## config.mk

```make
export PLATFORM = sky130hd
export DESIGN_NAME = systolic_feeder_2by2
export DESIGN_NICKNAME = d
export VERILOG_FILES = /design/src/rtl/systolic_feeder_2by2_pkg.sv /design/src/rtl/feeder_vec_buffer.sv /design/src/rtl/systolic_feeder_2by2.sv
export SDC_FILE = /design/constraint.sdc
export NUM_CORES = 1
export LEC_CHECK = 0
export BUFFER_PORTS_ARGS = -buffer_cell sky130_fd_sc_hd__buf_2
export CORE_ASPECT_RATIO = 1.4
export CORE_UTILIZATION = 45
export CTS_BUF_LIST = sky130_fd_sc_hd__clkbuf_8
export DETAILED_ROUTE_END_ITERATION = 10
export PLACE_DENSITY = 0.76
export SYNTH_ARGS = -nofsm -noshare
export SYNTH_HDL_FRONTEND = slang
export SYNTH_HIERARCHICAL = 1
export SYNTH_SLANG_ARGS = --single-unit
```

## constraint.sdc

```tcl
create_clock -name clk -period 4.1 [get_ports clk]
set_input_delay 0.205 -clock clk [delete_from_list [all_inputs] [get_ports clk]]
set_output_delay 0.205 -clock clk [all_outputs]
set_load 0.005 [all_outputs]
```

## src/rtl/systolic_feeder_2by2_pkg.sv

```systemverilog
// Shared definitions for the 2x2 systolic kernel feeder: FSM states, weight
// addresses and the kernel's result latency.
package systolic_feeder_2by2_pkg;

    typedef enum logic [1:0] {
        StIdle  = 2'd0,
        StRun   = 2'd1,
        StDrain = 2'd2,
        StDone  = 2'd3
    } feeder_state_e;

    localparam logic [1:0] AddrW1 = 2'd0;
    localparam logic [1:0] AddrW2 = 2'd1;
    localparam logic [1:0] AddrW3 = 2'd2;
    localparam logic [1:0] AddrW4 = 2'd3;

    // Cycles from a real-data k_en cycle to its valid result in the 2x2 kernel
    localparam int unsigned DefaultLatency = 2;

endpackage

```

## src/rtl/feeder_vec_buffer.sv

```systemverilog
// Vector-pair buffer for the systolic feeder. Stores up to Depth (row1, row2)
// pairs; the read port is combinational at rd_ptr. count only grows on writes
// and is cleared with the pointers when a block completes.
module feeder_vec_buffer #(
    parameter int unsigned DataSize = 8,
    parameter int unsigned Depth    = 8
) (
    input  logic                         clk,
    input  logic                         rst,
    input  logic                         clear,
    input  logic                         wr_en,
    input  logic [DataSize-1:0]          wr_row1,
    input  logic [DataSize-1:0]          wr_row2,
    input  logic                         rd_en,
    output logic [DataSize-1:0]          rd_row1,
    output logic [DataSize-1:0]          rd_row2,
    output logic [$clog2(Depth+1)-1:0]   count
);

    localparam int unsigned PtrW = $clog2(Depth);
    localparam int unsigned CntW = $clog2(Depth + 1);

    logic [PtrW-1:0]       wr_ptr_q;
    logic [PtrW-1:0]       rd_ptr_q;
    logic [CntW-1:0]       count_q;
    logic [2*DataSize-1:0] mem_q [Depth];

    // Storage array: data needs no reset, validity is tracked by count
    always_ff @(posedge clk) begin
        if (wr_en) begin
            mem_q[wr_ptr_q] <= {wr_row1, wr_row2};
        end
    end

    // Pointer and occupancy tracking; pointers wrap naturally (Depth is a power of 2)
    always_ff @(posedge clk or negedge rst) begin
        if (!rst) begin
            wr_ptr_q <= '0;
            rd_ptr_q <= '0;
            count_q  <= '0;
        end else if (clear) begin
            wr_ptr_q <= '0;
            rd_ptr_q <= '0;
            count_q  <= '0;
        end else begin
            if (wr_en) begin
                wr_ptr_q <= wr_ptr_q + PtrW'(1);
                count_q  <= count_q + CntW'(1);
            end
            if (rd_en) begin
                rd_ptr_q <= rd_ptr_q + PtrW'(1);
            end
        end
    end

    assign {rd_row1, rd_row2} = mem_q[rd_ptr_q];
    assign count              = count_q;

endmodule

```

## src/rtl/systolic_feeder_2by2.sv

```systemverilog
// Transmit-side front end for the 2x2 systolic kernel. Buffers weights and a
// block of vector pairs while idle, then streams the block into the kernel one
// pair per cycle, drains the PE pipeline with zeros and flags valid results.
module systolic_feeder_2by2
    import systolic_feeder_2by2_pkg::*;
#(
    parameter int unsigned dataSize = 8,
    parameter int unsigned DEPTH    = 8,
    parameter int unsigned LATENCY  = DefaultLatency
) (
    input  logic                clk,
    input  logic                rst,
    input  logic                cfg_we,
    input  logic [1:0]          cfg_addr,
    input  logic [dataSize-1:0] cfg_wdata,
    input  logic                s_valid,
    output logic                s_ready,
    input  logic [dataSize-1:0] s_row1,
    input  logic [dataSize-1:0] s_row2,
    input  logic                start,
    output logic                busy,
    output logic                done,
    output logic                k_en,
    output logic [dataSize-1:0] k_row1,
    output logic [dataSize-1:0] k_row2,
    output logic [dataSize-1:0] k_w1,
    output logic [dataSize-1:0] k_w2,
    output logic [dataSize-1:0] k_w3,
    output logic [dataSize-1:0] k_w4,
    output logic                res_valid
);

    localparam int unsigned CntW = $clog2(DEPTH + 1);
    localparam int unsigned DrnW = (LATENCY > 1) ? $clog2(LATENCY) : 1;

    feeder_state_e       state_q;
    logic [CntW-1:0]     count;
    logic [CntW-1:0]     block_len;
    logic [CntW-1:0]     run_left_q;
    logic [DrnW-1:0]     drain_left_q;
    logic                wr_en;
    logic                rd_en;
    logic                buf_clear;
    logic [dataSize-1:0] rd_row1;
    logic [dataSize-1:0] rd_row2;
    logic [dataSize-1:0] first_row1;
    logic [dataSize-1:0] first_row2;
    logic [LATENCY-1:0]  res_sr_q;
    logic [LATENCY-1:0]  res_sr_d;

    assign busy      = (state_q != StIdle);
    assign s_ready   = (state_q == StIdle) && (count < CntW'(DEPTH));
    assign wr_en     = s_valid & s_ready;
    // A write in the start cycle joins the block
    assign block_len = count + CntW'(wr_en);
    assign buf_clear = (state_q == StDone);
    assign rd_en     = ((state_q == StIdle) && start && (block_len != '0)) ||
                       ((state_q == StRun) && (run_left_q != '0));
    // Empty buffer with a same-cycle write: the first pair is not stored yet
    assign first_row1 = (count == '0) ? s_row1 : rd_row1;
    assign first_row2 = (count == '0) ? s_row2 : rd_row2;

    feeder_vec_buffer #(
        .DataSize (dataSize),
        .Depth    (DEPTH)
    ) u_vec_buffer (
        .clk     (clk),
        .rst     (rst),
        .clear   (buf_clear),
        .wr_en   (wr_en),
        .wr_row1 (s_row1),
        .wr_row2 (s_row2),
        .rd_en   (rd_en),
        .rd_row1 (rd_row1),
        .rd_row2 (rd_row2),
        .count   (count)
    );

    // Block sequencer with registered kernel-side outputs
    always_ff @(posedge clk or negedge rst) begin
        if (!rst) begin
            state_q      <= StIdle;
            run_left_q   <= '0;
            drain_left_q <= '0;
            k_en         <= 1'b0;
            k_row1       <= '0;
            k_row2       <= '0;
            done         <= 1'b0;
        end else begin
            unique case (state_q)
                StIdle: begin
                    if (start) begin
                        if (block_len != '0) begin
                            state_q    <= StRun;
                            run_left_q <= block_len - CntW'(1);
                            k_en       <= 1'b1;
                            k_row1     <= first_row1;
                            k_row2     <= first_row2;
                        end else begin
                            state_q <= StDone;
                            done    <= 1'b1;
                        end
                    end
                end
                StRun: begin
                    if (run_left_q == '0) begin
                        state_q      <= StDrain;
                        drain_left_q <= DrnW'(LATENCY - 1);
                        k_row1       <= '0;
                        k_row2       <= '0;
                    end else begin
                        run_left_q <= run_left_q - CntW'(1);
                        k_row1     <= rd_row1;
                        k_row2     <= rd_row2;
                    end
                end
                StDrain: begin
                    if (drain_left_q == '0) begin
                        state_q <= StDone;
                        k_en    <= 1'b0;
                        done    <= 1'b1;
                    end else begin
                        drain_left_q <= drain_left_q - DrnW'(1);
                    end
                end
                StDone: begin
                    state_q <= StIdle;
                    done    <= 1'b0;
                end
                default: begin
                    state_q <= StIdle;
                end
            endcase
        end
    end

    // Weight registers, writable only while idle so they hold for a whole block
    always_ff @(posedge clk or negedge rst) begin
        if (!rst) begin
            k_w1 <= '0;
            k_w2 <= '0;
            k_w3 <= '0;
            k_w4 <= '0;
        end else if ((state_q == StIdle) && cfg_we) begin
            unique case (cfg_addr)
                AddrW1: k_w1 <= cfg_wdata;
                AddrW2: k_w2 <= cfg_wdata;
                AddrW3: k_w3 <= cfg_wdata;
                AddrW4: k_w4 <= cfg_wdata;
                default: ;
            endcase
        end
    end

    // Result-valid delay line input: a 1 for every cycle a real pair is on k_row*
    always_comb begin
        res_sr_d    = res_sr_q << 1;
        res_sr_d[0] = (state_q == StRun);
    end

    // Result-valid delay line
    always_ff @(posedge clk or negedge rst) begin
        if (!rst) begin
            res_sr_q <= '0;
        end else begin
            res_sr_q <= res_sr_d;
        end
    end

    assign res_valid = res_sr_q[LATENCY-1];

endmodule

```

==> results of run 1 <==
[final timing paths]
check	from	to	slack [ns]	depth (start not counted)
hold / removal	s_row2[4]	u_vec_buffer/mem_q[3][4]$_DFFE_PP_	0.03	1
setup reg to reg	state_q[0]$_DFFE_PN0P_	run_left_q[0]$_DFFE_PN0P_	0.62	11
max in group asynchronous	rst	u_vec_buffer/rd_ptr_q[2]$_DFFE_PN0P_	3.08	2
hold reg to reg	res_sr_q[0]$_DFF_PN0_	res_sr_q[1]$_DFF_PN0_	0.35	0
min in group asynchronous	rst	k_row1[2]$_DFFE_PN0P_	0.43	2
setup / recovery	state_q[0]$_DFFE_PN0P_	run_left_q[0]$_DFFE_PN0P_	0.62	11
[cell type report]
class | count | area (um^2) | area share, %
Clock buffer | 20 | 275 | 2.91
Clock inverter | 12 | 164 | 1.73
Inverter | 6 | 22.5 | 0.238
Multi-Input combinational cell | 246 | 2520 | 26.6
Sequential cell | 197 | 5570 | 58.8
Tap cell | 240 | 300 | 3.17
Timing Repair Buffer | 106 | 613 | 6.48
[kinds of logic (layout without fill, tap and decap cells)]
family | after synthesis | in the layout | share of synthesized area [%]
AOI/OAI and AO/OA | 41 | 41 | 4.74
buffers and inverters | 24 | 144 | 1.84
and+or+nand+nor | 94 | 94 | 5.30
muxes | 88 | 88 | 17.5
xor gates and xnor gates | 12 | 12 | 1.28
DFF | 197 | 197 | 67.7
adders and majority gates | 11 | 11 | 1.67
[per-stage QoR]
step           utilization (%)  cell area [um^2]  hold slack [ns]
4_1_cts                   52.8              9470          0.00246
3_5_place_dp              49.9              8940            0.335
2_1_floorplan                -              8230          -0.0906
5_1_grt                   52.8              9470           0.0161
6_report                  52.8              9470           0.0279
3_3_place_gp              49.9              8940            0.335
[worst register-to-register path: cells and delay by family, from the launching register on]
| family | cells | cell delay, ns |
|---|---|---|
| adder cells (fa/ha/maj) | 2 | 0.59 |
| AND/OR/NAND/NOR | 4 | 0.97 |
| multiplexers | 1 | 0.29 |
| buffers and inverters | 2 | 0.37 |
| flip-flops | 1 | 0.42 |
| AO/OA/AOI/OAI | 2 | 0.74 |
[metal layers]
layer	track usage (%)	share of wire [%]	up-vias
li1	-	-	2032
met1	22.3	40	2291
met2	31.9	53	137
met3	4.14	5.0	34
met4	6.88	2.2	0
met5	0	0	-
[sequential cells by signal, indices dropped and copies added, names as in the netlist]
signal                 flops
u_vec_buffer/mem_q       128
state_q                    2
k_row1                     8
drain_left_q               1
u_vec_buffer/count         4
res_sr_q                   2
k_w4                       8
k_w1                       8
k_en                       1
k_w3                       8
u_vec_buffer/wr_ptr_q      3
run_left_q                 4
k_w2                       8
k_row2                     8
done                       1
u_vec_buffer/rd_ptr_q      3
[power breakdown]
part	switching (mW)	internal, mW
registers	0.265	2.50
clock network	0.675	0.665
logic	1.18	1.06
[timing repair]
action | CTS | global route
gates resized for setup | 0 | 0
hold buffers | 9 | 0
hold endpoints to repair | 96 | 0
[cells in the final DEF (no fill, tap or decap), types with 5 or more instances in the layout]
cell type	instances
a21oi_1	5
a221oi_1	6
a221oi_2	10
buf_2	82
buf_4	15
clkbuf_8	20
dfrtp_1	69
dlygate4sd3_1	9
edfxtp_1	128
ha_1	11
inv_1	5
mux2_2	48
mux2i_1	7
mux4_1	25
mux4_2	7
nand2_1	17
nand2b_1	5
nor2_1	51
o21ai_0	11
xnor2_1	5
xor2_1	7
==> run metrics, run 1 <==
status=completed; # fillers=1438; worst-skew pair later-pin latency=between 0.4 and 0.5 ns; share of layout cells above drive strength 1=35.4%; Initial Util=between 40% and 50%; top cell type's share of synthesized area=46.7%; core area=0.0179 mm^2; Primary FF master, synth=edfxtp_1; TritonCTS clock tree=yes; RSZ-0062 raised after global routing=no; ANT nets after route=0; area leader, netlist=edfxtp_1; setup_tns=0 ns; number of global-route vias before repair=4602; routed wire length=16.5 mm; leakage power=~3.6 nW; post-synth cell types=44; startpoint types=flop; dpl cells=~800; period utilisation layout=a little over four fifths; DRC errors left=0; CTS Buffer Depth=2; clock-pin transition on the worst setup and hold timing paths=0.09 ns; final setup fails=0; max-slew violation count=0; Setup crit end kind=flop; Fin. Hold Viols=0; Arr. time, crit path=3.83 ns; Mean Syn Cell Area=17.6 um^2; CP peak stage delay=around 0.43 ns; die width=116 um; total power=about 6.3 mW; register area share after synthesis=between 60% and 70%; top area cells in the synthesized netlist=edfxtp_1 47%, dfrtp_1 21%, mux4_1 8.0%; Critical Path RT=4.45 ns; Min-Delay Path Class=in -> reg; total iterations of the first detailed-routing run=4; max cap viols=0; gate count after technology mapping=between 400 and 500; drt wl/cell=approximately 20 um; Setup Skew=0.0121 ns; Crit Path Category=reg -> reg; Root Driver=clkbuf_8; die area=0.0188 mm^2; top-count cell post-synth=edfxtp_1; post-layout net count=616; post-layout worst setup margin=0.619 ns; largest net degree at the start of global routing=70; routed vias/inst=5.43; Worst path slowest cell=and2_1; FP Rows=58; I/O Pins=84; initial antenna violation count=0; Setup Fix Bufs, Post-CTS=0; number of synthesized flops with an enable pin=128; Area Growth Syn to Fin=15.0%; Synthesis Warnings=6; pwr dens=671 mW/mm^2; Max Fclk=287 MHz; crit-path most repeated cell=ha_1; Routability Congestion=0.811; post-synthesis register bit count=197; gr usage total=18.4%; grt total ovfl=0; via count=around 4500; 1st-iter DRT viols=240; Final Non-Filler Cells=827; H-tree levels=4; # diodes=0; post-detail-place hpwl=10.4 mm; Largest delay share family, worst path=simple AND/OR/NAND/NOR gates; Die Ht=~160 um; Post-Syn Area=0.00823 mm^2; Tmin final=3.48 ns; Port Buffer Count=83; ys async rst share=a little over a third; Worst slew margin=28.4%; pre-CTS setup slack=0.670 ns; Worst VDD drop=0.450 mV; Slew @ Worst Pin=approximately 1.1 ns; Commonest cells post-synth=128 x edfxtp_1, 69 x dfrtp_1, 51 x nor2_1, 48 x mux2_2, 25 x mux4_1; Synth Net Count=between 500 and 600; worst-path fanout max=21; CP cell instances=inv_1 > ha_1 > clkinv_1 > nor2_1 > and2_1 > ha_1 > nand2_1 > a211oi_4 > o31a_4 > or2_4 > mux2_4; first-pass GRT wire length=25.2 mm; cts bufs inserted=17; total clock sinks=~200; Buf/Inv on CP=2
Power figures use the tool's default switching activity.
==> run 2: changes to the inputs <==
--- a/config.mk
+++ b/config.mk
@@ -10,7 +10,7 @@
 export CORE_UTILIZATION = 45
 export CTS_BUF_LIST = sky130_fd_sc_hd__clkbuf_8
 export DETAILED_ROUTE_END_ITERATION = 10
-export PLACE_DENSITY = 0.76
+export PLACE_DENSITY = 0.78
 export SYNTH_ARGS = -nofsm -noshare
 export SYNTH_HDL_FRONTEND = slang
 export SYNTH_HIERARCHICAL = 1
==> constraint.sdc (replaced) <==
create_clock -name clk -period 3 [get_ports clk]
set_input_delay 0.15 -clock clk [delete_from_list [all_inputs] [get_ports clk]]
set_output_delay 0.15 -clock clk [all_outputs]
set_load 0.005 [all_outputs]
==> run 2 against run 1 <==
Net effect: die area is the same; sequential share of layout area shrank 1.3 points; total power grew 38%; register-to-register slack lost 0.38 ns; critical path type unchanged.
==> run metrics, run 2 (same netlist as run 1, synthesis figures left out) <==
largest net degree at the start of global routing=70; clock-pin transition on the worst setup and hold timing paths=0.09 ns; Final Non-Filler Cells=between 800 and 900; ANT nets after route=0; routed wire length=between 15 and 20 mm; switching power share of the total=33.6%; die width=116 um; Worst slew margin=between 30% and 40%; Port Buffer Count=83; core area=0.0179 mm^2; Critical Path RT=~3.3 ns; total iterations of the first detailed-routing run=4; grt total ovfl=0; Clock power frac=20.4%; hold_ws=0.195 ns; dpl cells=791; commonest cells after routing, fill and taps aside=128 x edfxtp_1, 82 x buf_2, 69 x dfrtp_1; Worst path slowest cell=or3_4; H-tree levels=4; worst-skew pair later-pin latency=0.47 ns; Arr. time, crit path=3.10 ns; initial antenna violation count=0; Root Driver=clkbuf_8; drt wl/cell=19.6 um; TritonCTS clock tree=yes; Sw Pwr=2.95 mW; period utilisation layout=92.0%; routed vias/inst=5.50; Setup Skew=approximately 0.014 ns; Final Cell Area=0.00967 mm^2; Pint=just under 6 mW; worst-path fanout max=4; Fin. Hold Viols=0; post-layout net count=approximately 640; Crit Path Category=reg -> reg; # fillers=1430; fin util=a little over half; via count=4664; Tmin final=between 2 and 3 ns; post-detail-place hpwl=10.3 mm; Setup crit end kind=flop; combinational power share=36.9%; RSZ-0062 raised after global routing=no; max-slew violation count=0; Worst VDD drop=0.602 mV; Min-Delay Path Class=in -> reg; total clock sinks=197; pre-CTS setup slack=approximately 0.19 ns; post-layout worst setup margin=0.239 ns; dpl cell area=approximately 0.0090 mm^2; setup_tns=0 ns; Area Growth Syn to Fin=17.5%; Initial Util=45.9%; share of layout cells above drive strength 1=34.9%; Biggest register=u_vec_buffer/mem_q; Die Ht=around 160 um; pwr dens=909 mW/mm^2; startpoint types=flop; I/O Pins=between 80 and 90; commonest non-fill, non-tap cell in the layout=edfxtp_1; die area=0.0188 mm^2; 1st-iter DRT viols=233; number of flip-flops under the largest register name=128; Routability Congestion=around 0.77; gr usage total=approximately a fifth; leakage power=3.68 nW; final setup fails=0; first-pass GRT wire length=25.8 mm; total power=8.79 mW; Seq pwr share=42.6%; DRC errors left=0; FP Rows=58; Max Fclk=362 MHz; max cap viols=0; # diodes=0; status=completed; Slew @ Worst Pin=0.922 ns; number of global-route vias before repair=4866; CP cell instances=inv_1 > ha_1 > clkinv_1 > nor2_1 > and2_1 > ha_1 > or3_4 > a211oi_4 > or2_2 > o21ai_1 > nand2_1 > xor2_1 > nor2_1; CTS Buffer Depth=2; CP peak stage delay=about 0.43 ns; cts bufs inserted=17
[run 2: routing by layer]
metal | global-route usage [%] | vias to the layer above | share of wire, %
li1 | - | 2080 | -
met3 | 4.29 | 38 | 5.0
met1 | 21.7 | 2370 | 38
met4 | 8.33 | 0 | 2.7
met5 | 0 | - | 0
met2 | 33.1 | 176 | 54
[run 2: layout make-up]
cell class                      count  area, um^2  area share [%]
Clock buffer                       17         234            2.42
Clock inverter                     15         191            1.98
Sequential cell                   197        5570            57.6
Timing Repair Buffer              127         836            8.64
Tap cell                          240         300            3.10
Multi-Input combinational cell    246        2520            26.0
Inverter                            6        22.5           0.233
[run 2: critical path, delay by kind of cell, from the launching register on]
kind,cells,cell delay [ns]
and+or+nand+nor,6,1.02
xor gates and xnor gates,1,0.15
adders and majority gates,2,0.43
AOI/OAI and AO/OA,2,0.46
buffers and inverters,2,0.17
DFF,1,0.42
[run 2: repair_timing]
| action | in CTS | in global routing |
|---|---|---|
| hold buffers | 25 | 0 |
| buffers inserted | 0 | 0 |
| setup endpoints to repair | 0 | 2 |
| gates resized for setup | 0 | 1 |
| hold endpoints to repair | 229 | 0 |
[run 2: worst paths after layout]
check / startpoint / end / slack (ns) / depth (start not counted)
max in group asynchronous: rst / k_row1[6]$_DFFE_PN0P_ / 2.05 / 2
min in group asynchronous: rst / k_w3[5]$_DFFE_PN0P_ / 0.37 / 2
min: cfg_addr[0] / k_w1[0]$_DFFE_PN0P_ / 0.20 / 3
max reg2reg: state_q[1]$_DFFE_PN0P_ / u_vec_buffer/rd_ptr_q[2]$_DFFE_PN0P_ / 0.24 / 13
min reg2reg: res_sr_q[0]$_DFF_PN0_ / res_sr_q[1]$_DFF_PN0_ / 0.36 / 0
max: state_q[1]$_DFFE_PN0P_ / u_vec_buffer/rd_ptr_q[2]$_DFFE_PN0P_ / 0.24 / 13
[run 2: power groups by stage]
stage	clock, mW	sequential, mW	combinational (mW)
final	1.80	3.75	3.24
after detailed placement	0	3.80	3.24
after floorplan	0	3.76	2.21
after CTS	1.84	3.75	3.28
after global placement	0	3.77	3.13
after global routing	1.93	3.81	3.56
==> run 3: changes to the inputs <==
--- a/config.mk
+++ b/config.mk
@@ -11,6 +11,7 @@
 export CTS_BUF_LIST = sky130_fd_sc_hd__clkbuf_8
 export DETAILED_ROUTE_END_ITERATION = 10
 export PLACE_DENSITY = 0.78
+export REMOVE_ABC_BUFFERS = 1
 export SYNTH_ARGS = -nofsm -noshare
 export SYNTH_HDL_FRONTEND = slang
 export SYNTH_HIERARCHICAL = 1
==> run 3 against run 2 <==
Net effect: via count unchanged; core utilization up 0.098 points; worst setup slack got worse by 0.044 ns; non-clock buffer count grew 4; cell count rose by 0.47%; total power is 0.35% lower; maximum frequency decreased by 1.6%; cell area up 0.18%; routed wire length fell by 0.13%; critical path depth stayed put; global-route usage about the same.
==> run metrics, run 3 (same netlist as run 1, synthesis figures left out) <==
switching power share of the total=34.5%; routed wire length=16.6 mm; core area=0.0179 mm^2; total iterations of the first detailed-routing run=6; hold_ws=0.191 ns; fin util=between 50 and 60%; largest net degree at the start of global routing=35; post-layout net count=roughly 640; commonest cells after routing, fill and taps aside=128 x edfxtp_1, 83 x buf_2, 69 x dfrtp_1; Worst VDD drop=0.475 mV; Clock power frac=20.5%; Final Cell Area=0.00969 mm^2; Hold Crit Start=start; status=completed; Sw Pwr=3.02 mW; Pint=5.73 mW; number of global-route vias before repair=4903; combinational power share=36.4%; Setup Skew=0.0122 ns; Setup crit end kind=flop; grt total ovfl=0; setup_tns=0 ns; ANT nets after route=0; commonest non-fill, non-tap cell in the layout=edfxtp_1; worst r2r src=state_q[0]$_DFFE_PN0P_; routed vias/inst=between 5 and 6; reg-to-reg slack, setup=0.20 ns; Port Buffer Count=83; TritonCTS clock tree=yes; max cap viols=0; die area=between 0.015 and 0.02 mm^2; initial antenna violation count=0; I/O Pins=84; R2R depth=13; startpoint types=flop; max-slew violation count=0; Worst slew margin=22.1%; pwr dens=904 mW/mm^2; Reg-to-Reg End=u_vec_buffer/rd_ptr_q[2]$_DFFE_PN0P_; dpl cell area=0.00900 mm^2; first-pass GRT wire length=approximately 26 mm; Worst Hold Endpoint=k_en$_DFFE_PN0P_; cts bufs inserted=17; H-tree levels=4; gr usage total=about a fifth; drt wl/cell=roughly 20 um; worst-path fanout max=4; post-detail-place hpwl=around 11 mm; Critical Path RT=3.34 ns; Fin. Hold Viols=0; total clock sinks=just under 200; total power=8.76 mW; via count=about 4700; Die Ht=162 um; Initial Util=45.9%; clock-pin transition on the worst setup and hold timing paths=about 0.10 ns; period utilisation layout=93.5%; Min-Delay Path Class=in -> reg; leakage power=3.69 nW; Max Fclk=357 MHz; FP Rows=58; Crit Path Category=reg -> reg; Root Driver=clkbuf_8; WHS Path Cells=5; share of layout cells above drive strength 1=around 35%; worst-skew pair later-pin latency=0.46 ns; number of flip-flops under the largest register name=128; die width=between 100 and 150 um; Routability Congestion=0.820; Biggest register=u_vec_buffer/mem_q; CTS Buffer Depth=2; RSZ-0062 raised after global routing=no; 1st-iter DRT viols=between 200 and 250; # diodes=0; Area Growth Syn to Fin=17.7%; final setup fails=0; Arr. time, crit path=~3.1 ns; Slew @ Worst Pin=1.17 ns; DRC errors left=0; Seq pwr share=a little over two fifths; Tmin final=2.80 ns
==> run 3: cell count changes in the layout (fill, tap and decap cells not counted), sizes merged <==
cell,change
buf,+4
bufinv,-1
clkinv,+2
inv,-1
==> run 3: cell type report <==
type | count | area (um^2)
tap | 240 | 300
timing repair buffer | 131 | 838
clock inverter | 15 | 206
sequential | 197 | 5570
fill | 1456 | 8230
clock buffer | 17 | 234
inverter | 6 | 22.5
multi-input combinational | 246 | 2520
==> run 3: power groups by stage <==
| stage | Combinational [mW] | Sequential, mW | Clock [mW] |
|---|---|---|---|
| after global placement | 3.05 | 3.79 | 0 |
| after global routing | 3.49 | 3.84 | 1.94 |
| after detailed placement | 3.17 | 3.83 | 0 |
| after CTS | 3.20 | 3.78 | 1.85 |
| after floorplan | 1.91 | 3.88 | 0 |
| final | 3.19 | 3.77 | 1.80 |
==> run 3: worst max-delay path by stage <==
stage | start | end | slack, ns | cells past startpoint
floorplan | state_q[0]$_DFFE_PN0P_ | u_vec_buffer/mem_q[2][0]$_DFFE_PP_ | -0.16 | 7
global placement | state_q[0]$_DFFE_PN0P_ | u_vec_buffer/rd_ptr_q[2]$_DFFE_PN0P_ | 0.27 | 13
detailed placement | state_q[0]$_DFFE_PN0P_ | u_vec_buffer/rd_ptr_q[2]$_DFFE_PN0P_ | 0.12 | 13
CTS | state_q[0]$_DFFE_PN0P_ | u_vec_buffer/rd_ptr_q[2]$_DFFE_PN0P_ | 0.09 | 13
global route | state_q[0]$_DFFE_PN0P_ | u_vec_buffer/rd_ptr_q[2]$_DFFE_PN0P_ | 0.02 | 13
finish | state_q[0]$_DFFE_PN0P_ | u_vec_buffer/rd_ptr_q[2]$_DFFE_PN0P_ | 0.20 | 13
==> run 3: per-layer routing <==
layer,share of wire (%),global-route usage (%)
met5,0,0
met4,2.4,7.69
met3,5.5,3.77
met2,53,32.9
met1,39,22.3
==> run 3: through the flow <==
step | setup WS (ns) | instances
after floorplan | -0.155 | 449
after global placement | 0.274 | 795
final | 0.195 | 852
after CTS | 0.0895 | 852
after detailed placement | 0.123 | 795
after global routing | 0.0212 | 852
==> run 3: critical path, stage by stage, from the launching register on <==
cell      delay [ns]
dfrtp_1         0.39
inv_1           0.10
ha_1            0.26
clkinv_1        0.07
nor2_1          0.04
and2_1          0.20
ha_1            0.22
or3_4           0.43
a211oi_4        0.32
or2_2           0.19
o21ai_1         0.13
nand2_1         0.11
xor2_1          0.15
nor2_1          0.06
==> run 3: what timing repair did <==
action,4_1_cts,5_1_grt
setup endpoints to repair,0,2
endpoints found under the hold margin,187,0
gates resized for setup,0,1
buffers inserted,0,0
hold buffers,25,0
